`src/rtl/shift_accum_sequencer.sv`:
```
// shift_accum_sequencer: captures NUM_BITS bit-frames into an external
// shift accumulator (one WRITE per pixel), then reads every address back
// and delivers the low NUM_BITS of each word as a code in address order.
module shift_accum_sequencer #(
    parameter int WIDTH    = 16,
    parameter int DEPTH    = 1024,
    parameter int NUM_BITS = 8
) (
    input  logic                     clk_in,
    input  logic                     rst_in,
    input  logic                     start_in,
    input  logic                     pixel_valid_in,
    input  logic                     pixel_bit_in,
    output logic [$clog2(DEPTH)-1:0] accum_addr_out,
    output logic                     accum_summand_out,
    output logic                     accum_request_type_out,
    output logic                     accum_request_valid_out,
    input  logic [WIDTH-1:0]         accum_read_in,
    input  logic                     accum_request_type_in,
    input  logic                     accum_result_valid_in,
    output logic [NUM_BITS-1:0]      code_out,
    output logic [$clog2(DEPTH)-1:0] code_addr_out,
    output logic                     code_valid_out,
    input  logic                     code_ready_in,
    output logic                     busy_out,
    output logic                     done_out
);

    localparam int AW = $clog2(DEPTH);
    localparam int FW = (NUM_BITS > 1) ? $clog2(NUM_BITS) : 1;
    localparam logic [AW-1:0] LAST_ADDR  = AW'(DEPTH - 1);
    localparam logic [FW-1:0] LAST_FRAME = FW'(NUM_BITS - 1);

    localparam logic [1:0] S_IDLE    = 2'd0;
    localparam logic [1:0] S_CAPTURE = 2'd1;
    localparam logic [1:0] S_DRAIN   = 2'd2;
    localparam logic [1:0] S_READOUT = 2'd3;

    localparam logic REQ_READ  = 1'b0;
    localparam logic REQ_WRITE = 1'b1;

    logic [1:0]    state_q, state_d;
    logic [AW-1:0] pix_q, pix_d;
    logic [FW-1:0] frame_q, frame_d;
    logic          drain_q, drain_d;
    logic [AW-1:0] rd_addr_q, rd_addr_d;
    logic          rd_done_q, rd_done_d;
    logic [AW-1:0] ret_addr_q, ret_addr_d;
    logic [2:0]    outst_q, outst_d;

    logic          req_valid_q, req_valid_d;
    logic          req_type_q, req_type_d;
    logic [AW-1:0] req_addr_q, req_addr_d;
    logic          req_summand_q, req_summand_d;

    logic [AW-1:0]       fifo_addr_q [4];
    logic [NUM_BITS-1:0] fifo_code_q [4];
    logic [1:0]          wr_ptr_q, rd_ptr_q;
    logic [2:0]          fifo_cnt_q;

    logic       push, pop, issue, last_code;
    logic [3:0] credit_used;
    logic       unused_read_bits;

    // Only the low NUM_BITS of the returned word form the code.
    assign unused_read_bits = ^accum_read_in;

    assign push        = accum_result_valid_in && (accum_request_type_in == REQ_READ)
                         && (state_q == S_READOUT);
    assign code_valid_out = (fifo_cnt_q != 3'd0);
    assign pop         = code_valid_out && code_ready_in;
    assign code_out    = fifo_code_q[rd_ptr_q];
    assign code_addr_out = fifo_addr_q[rd_ptr_q];
    assign credit_used = {1'b0, outst_q} + {1'b0, fifo_cnt_q};
    assign issue       = (state_q == S_READOUT) && !rd_done_q && (credit_used < 4'd4);
    assign last_code   = pop && (code_addr_out == LAST_ADDR);

    assign busy_out = (state_q != S_IDLE);
    assign done_out = (state_q == S_READOUT) && last_code;

    assign accum_addr_out          = req_addr_q;
    assign accum_summand_out       = req_summand_q;
    assign accum_request_type_out  = req_type_q;
    assign accum_request_valid_out = req_valid_q;

    // Next-state logic for the sequencer, counters and the request register.
    always_comb begin
        state_d       = state_q;
        pix_d         = pix_q;
        frame_d       = frame_q;
        drain_d       = drain_q;
        rd_addr_d     = rd_addr_q;
        rd_done_d     = rd_done_q;
        ret_addr_d    = ret_addr_q;
        req_valid_d   = 1'b0;
        req_type_d    = req_type_q;
        req_addr_d    = req_addr_q;
        req_summand_d = req_summand_q;
        // Reads come back in issue order, so the returned address is a counter.
        outst_d       = outst_q + 3'(issue) - 3'(push);
        if (push) begin
            ret_addr_d = ret_addr_q + AW'(1);
        end
        case (state_q)
            S_IDLE: begin
                if (start_in) begin
                    state_d = S_CAPTURE;
                    pix_d   = '0;
                    frame_d = '0;
                end
            end
            S_CAPTURE: begin
                if (pixel_valid_in) begin
                    req_valid_d   = 1'b1;
                    req_type_d    = REQ_WRITE;
                    req_addr_d    = pix_q;
                    req_summand_d = pixel_bit_in;
                    if (pix_q == LAST_ADDR) begin
                        pix_d = '0;
                        if (frame_q == LAST_FRAME) begin
                            state_d = S_DRAIN;
                            frame_d = '0;
                            drain_d = 1'b0;
                        end else begin
                            frame_d = frame_q + FW'(1);
                        end
                    end else begin
                        pix_d = pix_q + AW'(1);
                    end
                end
            end
            S_DRAIN: begin
                drain_d = 1'b1;
                if (drain_q) begin
                    state_d    = S_READOUT;
                    rd_addr_d  = '0;
                    rd_done_d  = 1'b0;
                    ret_addr_d = '0;
                end
            end
            S_READOUT: begin
                if (issue) begin
                    req_valid_d = 1'b1;
                    req_type_d  = REQ_READ;
                    req_addr_d  = rd_addr_q;
                    if (rd_addr_q == LAST_ADDR) begin
                        rd_done_d = 1'b1;
                    end else begin
                        rd_addr_d = rd_addr_q + AW'(1);
                    end
                end
                if (last_code) begin
                    state_d = S_IDLE;
                end
            end
            default: state_d = S_IDLE;
        endcase
    end

    // Control and request registers; reset abandons any run in flight.
    always_ff @(posedge clk_in or posedge rst_in) begin
        if (rst_in) begin
            state_q       <= S_IDLE;
            pix_q         <= '0;
            frame_q       <= '0;
            drain_q       <= 1'b0;
            rd_addr_q     <= '0;
            rd_done_q     <= 1'b0;
            ret_addr_q    <= '0;
            outst_q       <= '0;
            req_valid_q   <= 1'b0;
            req_type_q    <= 1'b0;
            req_addr_q    <= '0;
            req_summand_q <= 1'b0;
        end else begin
            state_q       <= state_d;
            pix_q         <= pix_d;
            frame_q       <= frame_d;
            drain_q       <= drain_d;
            rd_addr_q     <= rd_addr_d;
            rd_done_q     <= rd_done_d;
            ret_addr_q    <= ret_addr_d;
            outst_q       <= outst_d;
            req_valid_q   <= req_valid_d;
            req_type_q    <= req_type_d;
            req_addr_q    <= req_addr_d;
            req_summand_q <= req_summand_d;
        end
    end

    // Four-entry code FIFO of {address, code}; push and pop may coincide.
    always_ff @(posedge clk_in or posedge rst_in) begin
        if (rst_in) begin
            for (int unsigned i = 0; i < 4; i++) begin
                fifo_addr_q[i] <= '0;
                fifo_code_q[i] <= '0;
            end
            wr_ptr_q   <= '0;
            rd_ptr_q   <= '0;
            fifo_cnt_q <= '0;
        end else begin
            if (push) begin
                fifo_addr_q[wr_ptr_q] <= ret_addr_q;
                fifo_code_q[wr_ptr_q] <= accum_read_in[NUM_BITS-1:0];
                wr_ptr_q              <= wr_ptr_q + 2'd1;
            end
            if (pop) begin
                rd_ptr_q <= rd_ptr_q + 2'd1;
            end
            fifo_cnt_q <= fifo_cnt_q + 3'(push) - 3'(pop);
        end
    end

    // The read credit limit must keep the FIFO from ever overflowing.
    a_no_overflow: assert property (@(posedge clk_in) disable iff (rst_in)
        !(push && (fifo_cnt_q == 3'd4)));

endmodule

```
`config.mk`:
```
export PLATFORM = sky130hd
export DESIGN_NAME = shift_accum_sequencer
export DESIGN_NICKNAME = d
export VERILOG_FILES = /design/src/rtl/shift_accum_sequencer.sv
export SDC_FILE = /design/constraint.sdc
export NUM_CORES = 1
export LEC_CHECK = 0
export BUFFER_PORTS_ARGS = -buffer_cell sky130_fd_sc_hd__buf_4
export CAP_MARGIN = 20
export CORE_MARGIN = 1.5
export CORE_UTILIZATION = 55
export DETAILED_ROUTE_END_ITERATION = 16
export HOLD_SLACK_MARGIN = 0.12
export PLACE_DENSITY = 0.72
export RECOVER_POWER = 25
export SYNTH_ARGS = -nofsm -noshare
export SYNTH_HDL_FRONTEND = slang
export SYNTH_SLANG_ARGS = --single-unit
export TNS_END_PERCENT = 30
```
`constraint.sdc`:
```
create_clock -name clk_in -period 10.8 [get_ports clk_in]
set_input_delay 0 -clock clk_in [delete_from_list [all_inputs] [get_ports clk_in]]
set_output_delay 0 -clock clk_in [all_outputs]
set_load 0.01 [all_outputs]
```
==> results of run 1 <==
==> power by group <==
group	switching [mW]	internal [mW]	leakage [nW]
clock network	0.202	0.335	0.260
registers	0.0378	0.528	1.75
logic	0.0984	0.0870	1.61
==> kinds of logic (layout without fill, tap and decap cells) <==
logic type / Yosys count / in the layout / share of synthesized area
DFF: 132 / 132 / 0.524
and+or+nand+nor: 127 / 127 / 0.107
muxes: 104 / 104 / 0.216
AOI/OAI and AO/OA: 48 / 48 / 0.0519
buffers and inverters: 38 / 115 / 0.0252
adders and majority gates: 22 / 22 / 0.0461
xor gates and xnor gates: 21 / 21 / 0.0292
==> state kept, by name, summed over array words and instances (netlist names) <==
name                     flops
accum_addr_out              10
accum_request_type_out       1
accum_request_valid_out      1
accum_summand_out            1
drain_q                      1
fifo_addr_q                 40
fifo_cnt_q                   3
fifo_code_q                 32
frame_q                      3
outst_q                      3
pix_q                       10
rd_addr_q                   10
rd_done_q                    1
rd_ptr_q                     2
ret_addr_q                  10
state_q                      2
wr_ptr_q                     2
==> cell usage in the layout (no fill, tap or decap), types with 9 or more instances in the layout <==
| master | instances |
|---|---|
| dfrtp_1 | 132 |
| clkbuf_1 | 20 |
| mux2_2 | 18 |
| o21ai_1 | 12 |
| buf_4 | 35 |
| mux2_1 | 56 |
| a21oi_1 | 16 |
| nand2_1 | 30 |
| inv_1 | 14 |
| nor2_1 | 32 |
| xor2_1 | 9 |
| mux2i_1 | 12 |
| clkbuf_16 | 17 |
| nand3_1 | 14 |
| nand4_1 | 9 |
| mux4_2 | 18 |
| xnor2_1 | 12 |
| dlygate4sd3_1 | 13 |
| ha_1 | 20 |
==> metrics by stage <==
stage | worst slack, ps | std cells | hold slack (ps)
finish | 7200 | 709 | 225
global placement | 7260 | 662 | 106
detailed placement | 7200 | 662 | 119
floorplan | 7270 | 492 | 132
global route | 7020 | 709 | 228
CTS | 7180 | 707 | 201
==> layer usage <==
layer,up-vias,track usage
met5,-,0
li1,1892,-
met4,0,0.0649
met3,12,0.0682
met1,2064,0.284
met2,67,0.390
==> worst min-delay path by stage <==
| stage | startpoint | endpoint | slack, ps |
|---|---|---|---|
| finish | start_in | state_q[0] | 220 |
| global route | start_in | state_q[0] | 230 |
| CTS | start_in | state_q[0] | 200 |
| detailed placement | rst_in | frame_q[2] | 120 |
| global placement | rst_in | fifo_code_q[27] | 110 |
| floorplan | pixel_bit_in | accum_summand_out | 130 |
==> worst max-delay path, cell delays in order (launching register included) <==
cell and delay [ps]:
dfrtp_1 390, ha_1 730, or4b_4 560, a311oi_4 460
inv_2 130, ha_1 290, inv_1 50, ha_1 120
inv_1 50, fa_1 370, xnor2_1 210, xnor2_1 140
==> cell type report <==
| cell class | instances | area [µm²] | area share |
|---|---|---|---|
| multi-input combinational | 322 | 2840 | 0.381 |
| inverter | 17 | 65.1 | 0.00873 |
| clock inverter | 7 | 73.8 | 0.00991 |
| sequential | 132 | 3300 | 0.443 |
| tap | 140 | 175 | 0.0235 |
| clock buffer | 25 | 485 | 0.0652 |
| timing repair buffer | 66 | 512 | 0.0687 |
==> repair_timing <==
action	in CTS	in global routing
hold buffers	13	0
setup endpoints to repair	0	0
hold endpoints to repair	82	0
gates resized for setup	0	0
==> results list, run 1 <==
* Post-Synthesis Cells: 492
- Number of antenna violations at the first check in global routing: 0
- In this run, synthesis produced a sequential element count of between 100 and 150.
- The number of antenna diodes in the final layout is 0.
* Reg2Reg Capture Point: outst_q[2]
- Leak: around 3.6 nW
- Detailed-routing iteration count for the pre-antenna-repair pass: 4
- Final clock period utilization by the worst path: 0.333
- In this run the count of I/O pins placed on the die edge is 58.
- Relative max-transition margin: -0.380
- Dominant cell by count in the synthesized netlist: dfrtp_1
- Overflow left after global routing: 0
- Cell type contributing the most total cell area after synthesis: dfrtp_1
* Die ar.: around 0.012 mm²
- Final ANT Viol Nets: 0
- Clock latency on the worst-skew pair: around 400 ps
* Final HPWL from detailed placement: around 8300 µm
* Effective utilization at floorplan: 0.573
* Vias in the first global route: slightly above 4000
- The worst hold path passes through 4 cells.
- Adding up every negative setup slack in the final design gives 0 ps.
- Signal routing reaches up to met4.
* Routed met2 length: approximately 6400 µm
- Of the synthesized area, sequential elements account for 0.524.
- Dividing total power by cell area gives a power density of 173 mW/mm².
* Worst R2R Path Depth: 11
* Flop-to-flop setup slack: roughly 7200 ps
- Dpl cell area: 0.00676 mm²
* Netlist Area Pre-Place: 0.00630 mm²
- Timing would allow up to about 280 MHz.
* Setup Buffers After CTS: 0
- Final core area utilization: 0.678
* Rows: 38
* Total count of max-transition violations in the final report: between 40 and 50
- Total power: 1.29 mW
* Maximum fanout count along the critical path: 18
- After detailed routing, the wire length on met1 is between 5000 and 6000 µm.
- Input and output buffers added on the ports amount to 49.
- The hold violation total from the final report came to 0.
* Area Growth Syn to Fin: 18.3%
- Number of max-cap violations: 1
- Overall via count from detail_route: 4035
* Total Nets Final: approximately 600
- Number of warnings reported in the yosys synthesis log: 0
- Fin Clk Skew: about 8.7 ps
- Area share of the leading cell type in the synthesized netlist: 0.524
* Asr flop ratio synth: 1.00
- Core Box Area: 0.0110 mm²
- Height of the die: 110 µm
* Setup repair after global routing missed its margin: false
* Setup violators final: 0
- EDFF count, synth: 0
- After detailed routing, the total wire length is about 12000 µm.
* Width of the die: 110 µm
- The worst setup path is launched from a flip-flop.
- Avg WL per Cell: roughly 18 µm
- The critical path starts at state_q[1].
- Hold Crit Class: in -> reg
- Routability-driven placement finished with a final weighted congestion of between 0.7 and 0.8.
- In the routed layout, each cell is associated on average with a via count of about 5.7.
- The filler cells instantiated in the layout total approximately 830.
- Violation count after the first detailed-route iteration: approximately 250
* Startpoint of the worst register-to-register path: state_q[1]
* CTS tree: yes
* Final routed DRC violation total: 0
- Share of final-layout standard cells stronger than drive strength 1: 0.195
- Post-synth cell types: slightly below 50
* Final critical delay including setup and external delays: between 3000 and 4000 ps
- Synthesis produced a netlist with a net count of 538.
- The worst setup path is of the reg -> reg kind.
- In this run, CTS created clock tree buffers numbering 17.
* Capturing element type of the critical path: flip-flop
* Final instance area: approximately 0.0075 mm²
- A synthesized cell averages approximately 13 µm².
- Crit path capture: outst_q[2]
- Clock-pin slew was measured on the worst setup and hold paths at around 50 ps.
- In this run the number of H-tree levels came out at 4.
- The final reports fail on capacitance limit, slew limit.
* Maximum number of pins on one net before global-route repair: 88
- Clock net sink count: roughly 130
- Maximum clock insertion buffer count: 2
- The flow ran to the end, but the final reports show violations.
* Arrival time worst endpoint: about 3900 ps
- For this run, the total global-route usage over all layers was measured as 0.229.
- Measured slew at the worst slew-check pin: between 2000 and 2500 ps
- Worst Path Required: about 11000 ps
* Met3 wire length: 492 µm
- By count the netlist is led by dfrtp_1 (132), mux2_1 (56), nor2_1 (32), nand2_1 (30), ha_1 (20).
- Peak ir drop on the vdd network: 0.000118 V
- The first global-routing pass estimated about 20000 µm of wire.
- In this run the clock root is driven by a clkbuf_16.
- Ranked by total cell area, the synthesized netlist is headed by dfrtp_1 (52%), mux2_1 (10%), mux4_2 (6.4%).
* Main flop type after synthesis: dfrtp_1
No activity file was read; power rests on OpenSTA's default activity.
==> run 2, diff against run 1 <==
--- a/config.mk
+++ b/config.mk
@@ -5,13 +5,14 @@
 export SDC_FILE = /design/constraint.sdc
 export NUM_CORES = 1
 export LEC_CHECK = 0
+export ABC_AREA = 1
 export BUFFER_PORTS_ARGS = -buffer_cell sky130_fd_sc_hd__buf_4
 export CAP_MARGIN = 20
 export CORE_MARGIN = 1.5
-export CORE_UTILIZATION = 55
+export CORE_UTILIZATION = 54
 export DETAILED_ROUTE_END_ITERATION = 16
 export HOLD_SLACK_MARGIN = 0.12
-export PLACE_DENSITY = 0.72
+export PLACE_DENSITY = 0.73
 export RECOVER_POWER = 25
 export SYNTH_ARGS = -nofsm -noshare
 export SYNTH_HDL_FRONTEND = slang
==> constraint.sdc (replaced) <==
create_clock -name clk_in -period 3.2 [get_ports clk_in]
set_input_delay 0 -clock clk_in [delete_from_list [all_inputs] [get_ports clk_in]]
set_output_delay 0 -clock clk_in [all_outputs]
set_load 0.01 [all_outputs]
==> run 2 against run 1 <==
- the flow still finishes with violations (capacitance limit, slew limit)
- area after synthesis rose by 3.0%
- clock power grew to 3.5 times the previous value
- sequential power rose to 4.1 times the previous value
- die area increased by 4.8%
- largest cell class unchanged
- fmax rose by 45%
- critical endpoint is now fifo_cnt_q[2]
- setup slack worse by 6500 ps
- non-clock buffer count is 5 higher
- routed wire length up 14%
- global-route usage grew 1.6 points
- clock skew rose by 8.6 ps
- sequential share of layout area down 1.2 points
==> results list, run 2 <==
- The starting utilization of the core area was 0.561 (was 0.573).
- Maximum clock insertion buffer count: 2 (unchanged)
- The average via count per standard cell came to 5.38 (was 5.69).
- The total global routing track utilization is 0.245 (was 0.229).
- Maximum number of pins on one net before global-route repair: 133 (was 88)
* Final routed DRC violation total: 0 (unchanged)
- Netlist Area Pre-Place: 0.00649 mm² (was 0.00630 mm²)
* Most used standard cells in the synthesized netlist: nand2_1 (208), dfrtp_1 (132), o21ai_0 (125), inv_1 (90), nor2_1 (52) (was dfrtp_1 (132), mux2_1 (56), nor2_1 (32), nand2_1 (30), ha_1 (20))
- The flip-flop count of the largest register after layout was 40 (unchanged).
- The total of fill cells in the finished design is 987 (was 828).
* Count of inserted antenna diode cells: 0 (unchanged)
* Clock net sink count: 132 (unchanged)
- Measured slew at the worst slew-check pin: 1770 ps (was 2060 ps)
- The worst hold path cell count came to 4 (unchanged).
* Number of max-cap violations: 1 (unchanged)
* Number of warnings reported in the yosys synthesis log: 0 (unchanged)
* Core Box Area: 0.0116 mm² (was 0.0110 mm²)
- The violation count after the first detailed-route iteration is 385 (was 247).
* Number of buffers inserted by port buffering: 49 (unchanged)
- Switching Fraction: 0.368 (was 0.263)
* Worst Path Required: 3540 ps (was 11120 ps)
* Area taken by multi-input logic gates: 0.00268 mm² (was 0.00284 mm²)
- The maximum fanout along the worst path was 13 (was 18).
- Total Nets Final: 894 (was 602)
- The H-tree level count was 4 (unchanged).
* Final count of hold timing violations: 0 (unchanged)
- Leak: 3.69 nW (was 3.61 nW)
- Overflow left after global routing: 0 (unchanged)
* Switching power: 2.44 mW (was 0.338 mW)
- The post-route worst setup slack is 726 ps (was 7200 ps).
- Capturing element type of the critical path: flip-flop (unchanged)
- Setup violators final: 0 (unchanged)
- The vertical extent of the die came to 113 µm (was 110 µm).
* Rows: 39 (was 38)
* Fin cells: 1004 (was 709)
- The detailed-routing iteration count for the pre-antenna-repair pass is 5 (was 4).
- The final weighted congestion in routability-driven placement came to 0.861 (was 0.789).
- The layout cell share with drive strength beyond 1 was 0.130 (was 0.195).
* Commonest cells after routing, fill and taps aside: nand2_1 (208), dfrtp_1 (132), o21ai_0 (125) (was dfrtp_1 (132), mux2_1 (56), buf_4 (35))
- Fin Clk Skew: 17.3 ps (was 8.70 ps)
- The clock latency of the later-clocked register in the worst-skew pair is 420 ps (was 410 ps).
- Cell types with the largest area share after synthesis: dfrtp_1 (51%), nand2_1 (12%), o21ai_0 (9.6%) (was dfrtp_1 (52%), mux2_1 (10%), mux4_2 (6.4%))
- Most common library cell in the layout ignoring fill and taps: nand2_1 (was dfrtp_1)
- The clock group share of total power is 0.283 (was 0.417).
- Final HPWL from detailed placement: 8950 µm (was 8260 µm)
- Final clock period utilization by the worst path: 0.773 (was 0.333)
* Detailed-route wire length: 14200 µm (was 12500 µm)
* Main flop type after synthesis: dfrtp_1 (unchanged)
- Arrival time worst endpoint: 2820 ps (was 3920 ps)
- The number of flops mapped to enable cells by yosys was 0 (unchanged).
- Number of antenna violations at the first check in global routing: 0 (unchanged)
- The number of placed instances, taps included was 956 (was 662).
- The pre-CTS setup slack was 713 ps (was 7200 ps).
* Avg WL per Cell: 14.2 µm (was 17.6 µm)
- The part of the Yosys area used for sequential elements came to 0.509 (was 0.524).
- Area share of the leading cell type in the synthesized netlist: 0.509 (was 0.524)
- Cell at the root of the clock tree: clkbuf_16 (unchanged)
- Flop pwr share: 0.353 (was 0.439)
- The final setup TNS is 0 ps (unchanged).
* Reg clk slew, reported paths: 60 ps (was 50 ps)
- The unique cell type count in the Yosys netlist is 38 (was 49).
- The width of the chip came to 113 µm (was 110 µm).
- The launching element type of the critical path was a flip-flop (unchanged).
* Register Area: 0.00330 mm² (unchanged)
- Vias in the first global route: 5365 (was 4128)
- Die ar.: 0.0127 mm² (was 0.0121 mm²)
- Cell type contributing the most total cell area after synthesis: dfrtp_1 (unchanged)
* Internal Dissipation: 4.19 mW (was 0.950 mW)
- The synthesized instance count is 788 (was 492).
- Upper clock frequency limit: 404 MHz (was 278 MHz)
- Total power divided by cell area: 864 mW/mm² (was 173 mW/mm²)
* Final core area utilization: 0.663 (was 0.678)
- Wire length of the first global-routing pass: 24600 µm (was 20500 µm)
- Overall via count from detail_route: 5397 (was 4035)
- Setup repair after global routing missed its margin: false (unchanged).
- The number of flip-flops and latches in the synthesized netlist came to 132 (unchanged).
- The async set or reset register ratio after synthesis came to 1.00 (unchanged).
- Hold Crit Class: in -> reg (unchanged)
- The total chip power is 6.63 mW (was 1.29 mW).
- Peak ir drop on the vdd network: 0.000684 V (was 0.000118 V)
- Outcome: complete, but fails checks (unchanged).
- The number of nets with antenna violations after detailed routing is 0 (unchanged).
- The CTS tree is yes (unchanged).
* Area Growth Syn to Fin: 18.1% (was 18.3%)
* Net Count, Synth: 834 (was 538)
- Largest registers: fifo_addr_q (40), fifo_code_q (32) (unchanged)
* Part of the total power dissipated in combinational logic: 0.364 (was 0.144)
- Final critical delay including setup and external delays: 2470 ps (was 3600 ps)
- The mean instance size in the synthesized netlist was 8.23 µm² (was 12.8 µm²).
- The number of cells on the worst reg-to-reg path came to 10 (was 11).
* Violated checks: capacitance limit, slew limit (unchanged)
- The number of instances resized during post-cts repair came to 0 (unchanged).
* I/O pins: 58 (unchanged)
* Total count of max-transition violations in the final report: 133 (was 47)
- The total clock buffers created by CTS is 17 (unchanged).
* Startpoint-to-endpoint class of the critical path: reg -> reg (unchanged)
- Dominant cell by count in the synthesized netlist: nand2_1 (was dfrtp_1)
* Most flop-heavy register: fifo_addr_q (unchanged)
* Relative max-transition margin: -0.183 (was -0.380)
## run 2: cell count changes after synthesis, moves of 17 or more
cell	before	now
nand2_1	30	208
o21ai_0	0	125
inv_1	15	90
mux2_1	56	0
nand3_1	14	36
nor2_1	32	52
mux4_2	18	0
mux2_2	18	1
## run 2: area by class of cell
class	count	area share
well taps	143	0.0233
inverters	94	0.0465
flip-flops and latches	132	0.431
clock buffers	23	0.0663
clock inverters	9	0.00979
repair buffers	71	0.0733
multi-input cells	532	0.350
## run 2: stage by stage
step	hold WS, ps	area (µm²)
2_1_floorplan	143	6490
3_3_place_gp	234	6950
3_5_place_dp	237	6950
4_1_cts	121	7690
5_1_grt	443	7670
6_report	413	7670
## run 2: worst paths after layout
check	start	end	slack, ps
max	state_q[0]	fifo_cnt_q[2]	730
min	pixel_valid_in	accum_request_valid_out	410
max reg2reg	state_q[0]	fifo_cnt_q[2]	730
min reg2reg	fifo_code_q[11]	fifo_code_q[11]	480
max in group asynchronous	rst_in	accum_addr_out[2]	1310
min in group asynchronous	rst_in	accum_summand_out	750
## run 2: power by group through the flow
stage | clock network, mW | registers, mW | logic [mW]
after floorplan | 0 | 2.33 | 1.64
after global placement | 0 | 2.33 | 2.31
after detailed placement | 0 | 2.36 | 2.41
after CTS | 1.91 | 2.33 | 2.45
after global routing | 1.97 | 2.39 | 2.74
final | 1.88 | 2.34 | 2.41
## run 2: timing repair
item / CTS / global route
endpoints found under the hold margin: 181 / 5
hold buffers: 16 / 1
buffers inserted: 0 / 0
endpoints found under the setup margin: 0 / 1
## run 2: cells by family after synthesis
kind of cell             synth area share
AND/OR/NAND/NOR                     0.221
AO/OA/AOI/OAI                       0.124
flip-flops                          0.509
buffers and inverters              0.0775
adder cells (fa/ha/maj)            0.0447
XOR/XNOR                           0.0189
multiplexers                      0.00482
## run 2: layer usage
layer | vias up | share of wire | track usage
met5 | - | 0 | 0
met4 | 0 | 0.020 | 0.0954
met3 | 31 | 0.054 | 0.0551
met2 | 152 | 0.50 | 0.421
met1 | 2576 | 0.43 | 0.301
li1 | 2638 | - | -
## run 2: critical path: stages, from the launching register on
cell and delay [ps]:
dfrtp_1 410, ha_1 210, nand2_2 70, nor2_4 290, inv_1 160, ha_1 300, inv_1 40, ha_1 180
fa_1 370, xnor2_1 190, xor2_1 170
==> run 3, diff against run 2 <==
--- a/config.mk
+++ b/config.mk
@@ -9,10 +9,10 @@
 export BUFFER_PORTS_ARGS = -buffer_cell sky130_fd_sc_hd__buf_4
 export CAP_MARGIN = 20
 export CORE_MARGIN = 1.5
-export CORE_UTILIZATION = 54
+export CORE_UTILIZATION = 55
 export DETAILED_ROUTE_END_ITERATION = 16
 export HOLD_SLACK_MARGIN = 0.12
-export PLACE_DENSITY = 0.73
+export PLACE_DENSITY = 0.72
 export RECOVER_POWER = 25
 export SYNTH_ARGS = -nofsm -noshare
 export SYNTH_HDL_FRONTEND = slang
==> constraint.sdc (replaced) <==
create_clock -name clk_in -period 2.45 [get_ports clk_in]
set_input_delay 0 -clock clk_in [delete_from_list [all_inputs] [get_ports clk_in]]
set_output_delay 0 -clock clk_in [all_outputs]
set_load 0.01 [all_outputs]
==> run 3 against run 2 <==
- the flow now finishes without violations
- core utilization up 0.72 points
- register-to-register slack worse by 500 ps
- global-route usage up 0.16 points
- non-clock buffer count up 5
- clock-buffer cell count up 1
- flip-flop and latch count unchanged
- die area down 1.8%
- cell count up 0.50%
- clock power up 34%
- sequential power up 32%
- total power up 32%
- critical endpoint is now done_out
- highest routed layer unchanged
==> results list, run 3 (synthesized netlist as in run 2, its figures left out) <==
* Reg2Reg Capture Point: outst_q[1] (was fifo_cnt_q[2])
* Reg clk slew, reported paths: 60 ps (about the same)
* Most common library cell in the layout ignoring fill and taps: nand2_1 (unchanged)
* Total Nets Final: 899 (was 894)
- Dividing the final minimum period by the clock period gives 0.913.
- Worst R2R Path Depth: 9 (was 10)
* Maximum number of pins on one net before global-route repair: 54 (was 133)
* Maximum fanout count along the critical path: 24 (was 13)
* Cell at the root of the clock tree: clkbuf_16 (unchanged)
* Rows: 39 (unchanged)
- Startpoint-to-endpoint class of the critical path: reg -> out (was reg -> reg)
* Critical-path cell with the highest stage delay: dfrtp_1 (unchanged)
- The path class of the lowest-slack min-delay path is in -> reg (unchanged).
- Setup Slack @ Placement: 231 ps (was 713 ps)
* Relative max-transition margin: 0.0942 (was -0.183)
* Effective utilization at floorplan: 0.566 (was 0.561)
- The vertical extent of the die is 112 µm (was 113 µm).
- The die area is 0.0125 mm² (was 0.0127 mm²).
- Aggregate global-route resource usage: 0.246 (was 0.245)
* Number of buffers inserted by port buffering: 49 (unchanged)
- Total power: 8.75 mW (was 6.63 mW)
- The number of global-route vias before repair was 5369 (was 5365).
- Leak: 3.67 nW (was 3.69 nW)
- The sum of net half-perimeters after detailed placement came to 9370 µm (was 8950 µm).
- The storage element area is 0.00330 mm² (unchanged).
- Final instance area: 0.00768 mm² (was 0.00767 mm²)
- CTS tree: yes (unchanged)
* Outcome: completed (was complete, but fails checks)
- Final critical delay including setup and external delays: around 2200 ps
* Core Box Area: 0.0115 mm² (was 0.0116 mm²)
* Max FFs per register: 40 (unchanged)
* Detailed-routing iteration count for the pre-antenna-repair pass: 7 (was 5)
* Area taken by multi-input logic gates: 0.00268 mm² (unchanged)
- I/O pins: 58 (unchanged)
- Critical hold path startpoint: accum_result_valid_in (was pixel_valid_in)
- Number of max-cap violations: 0 (was 1)
- The number of slew-limit violations in the final report is 0 (was 133).
- Setup repair after global routing missed its margin: true (was false)
- The layout cell share with drive strength beyond 1 is 0.122 (was 0.130).
- Most flop-heavy register: fifo_addr_q (unchanged)
- The violation count after the first detailed-route iteration came to 405 (was 385).
- The wire length per cell is 14.3 µm (was 14.2 µm).
- The clock sink count is 132 (unchanged).
- The delay of the slowest cell on the worst path came to 530 ps (was 410 ps).
- The layout overhead on the synthesized area is 18.4% (was 18.1%).
- The width of the chip came to 112 µm (was 113 µm).
* CP Launch Type: flip-flop (unchanged)
* Maximum clock insertion buffer count: 2 (unchanged)
- Fin Clk Skew: 7.14 ps (was 17.3 ps)
- The global-route wire length before repair was 24900 µm (was 24600 µm).
- Hold worst-path end: wr_ptr_q[0] (was accum_request_valid_out)
- Setup Buffers After CTS: 0 (unchanged)
* Measured slew at the worst slew-check pin: 1350 ps (was 1770 ps)
* Smallest setup slack after layout: 213 ps (was 726 ps)
- Hold depth: 5 (was 4)
- Total power divided by cell area: 1140 mW/mm² (was 864 mW/mm²)
- The final wirelength came to 14400 µm (was 14200 µm).
- Number of antenna violations at the first check in global routing: 0 (unchanged)
- Worst Path Required: 2450 ps (was 3540 ps)
* Overflow left after global routing: 0 (unchanged)
- Routability congestion estimate: 0.863 (was 0.861)
- The antenna cell count came to 0 (unchanged).
- The total number of vias is 5404 (was 5397).
- Final routed DRC violation total: 0 (unchanged)
* Arrival time worst endpoint: 2240 ps (was 2820 ps)
- The total clock buffers created by CTS is 17 (unchanged).
* Count of fill cells added during filler insertion: 946 (was 987)
* Final ANT Viol Nets: 0 (unchanged)
* Via density per instance: 5.36 (was 5.38)
* Startpoint of the worst register-to-register path: fifo_cnt_q[2] (was state_q[0])
* Clock latency on the worst-skew pair: 410 ps (was 420 ps)
- Critical path's top delay family: simple AND/OR/NAND/NOR gates (was adder cells)
- The worst IR drop on VDD came to 0.000772 V (was 0.000684 V).
* Largest registers: fifo_addr_q (40), fifo_code_q (32) (unchanged)
- The hold violation total from the final report was 0 (unchanged).
- Htree depth: 4 (unchanged)
- The final count of negative-setup-slack endpoints came to 0 (unchanged).
- Commonest cells after routing, fill and taps aside: nand2_1 (208), dfrtp_1 (132), o21ai_0 (125) (unchanged)
- Upper clock frequency limit: around 450 MHz
- The total buffers and inverters traversed by the critical path is 2 (unchanged).
- The kind of end point of the critical path is an output port (was flip-flop).
- Flop-to-flop setup slack: 230 ps (was 730 ps)
- The standard cell area after detailed placement was 0.00700 mm² (was 0.00695 mm²).
- Ordered cell list for the critical path: buf_6 > or2_2 > nand3_1 > nand2_1 > nand2_1 > nor2_1 > nand3_1 > nor2_1 > buf_4 (was ha_1 > nand2_2 > nor2_4 > inv_1 > ha_1 > inv_1 > ha_1 > fa_1 > xnor2_1 > xor2_1).
run 3: changes by cell type in the layout (fill, tap and decap cells not counted), sizes merged:
cell / delta
buf: -6
bufinv: +1
clkbuf: +13
clkinv: -3
clkinvlp: +1
dlygate4sd3: -1
run 3: worst max-delay path by stage:
| stage | start | to | slack, ps | cells after the start |
|---|---|---|---|---|
| finish | rd_ptr_q[0] | done_out | 210 | 9 |
| global route | fifo_cnt_q[2] | outst_q[1] | -10 | 9 |
| CTS | rd_ptr_q[0] | done_out | 180 | 8 |
| detailed placement | outst_q[2] | outst_q[1] | 230 | 9 |
| global placement | outst_q[2] | outst_q[1] | 260 | 9 |
| floorplan | state_q[0] | fifo_cnt_q[2] | 160 | 12 |
run 3: per-layer routing:
metal | up-vias | GRT usage | part of all wire
met4 | 0 | 0.0709 | 0.014
met3 | 20 | 0.0566 | 0.050
met2 | 164 | 0.420 | 0.49
li1 | 2656 | - | -
met1 | 2564 | 0.318 | 0.45
met5 | - | 0 | 0
run 3: what timing repair did:
action / CTS / global route
endpoints found under the setup margin: 0 / 2
hold buffers: 15 / 0
resized for setup: 0 / 3
endpoints found under the hold margin: 70 / 0
run 3: power by group:
part	switching (mW)	internal (mW)	total, mW
Clock	0.893	1.63	2.52
Sequential	0.368	2.71	3.08
Combinational	1.93	1.22	3.15
run 3: stage by stage:
step,util,hold WS (ps),std cells,TNS (ps)
after floorplan,-,143,788,0
after global placement,0.611,142,962,0
after detailed placement,0.611,156,962,0
after CTS,0.676,139,1009,0
after global routing,0.670,175,1009,-11.3
final,0.670,140,1009,0
run 3: worst register-to-register path, cell delays in order (launching register included):
cell	delay, ps
dfrtp_1	420
ha_1	300
nor3_1	160
nand4_1	180
ha_1	310
inv_1	50
ha_1	120
inv_1	40
fa_1	480
inv_1	40
run 3: final cells by class:
class                      instances  area share
clock buffer                      24      0.0653
clock inverter                     8      0.0127
inverter                          94      0.0464
tap                              143      0.0233
sequential                       132       0.430
timing repair buffer              76      0.0733
multi-input combinational        532       0.349
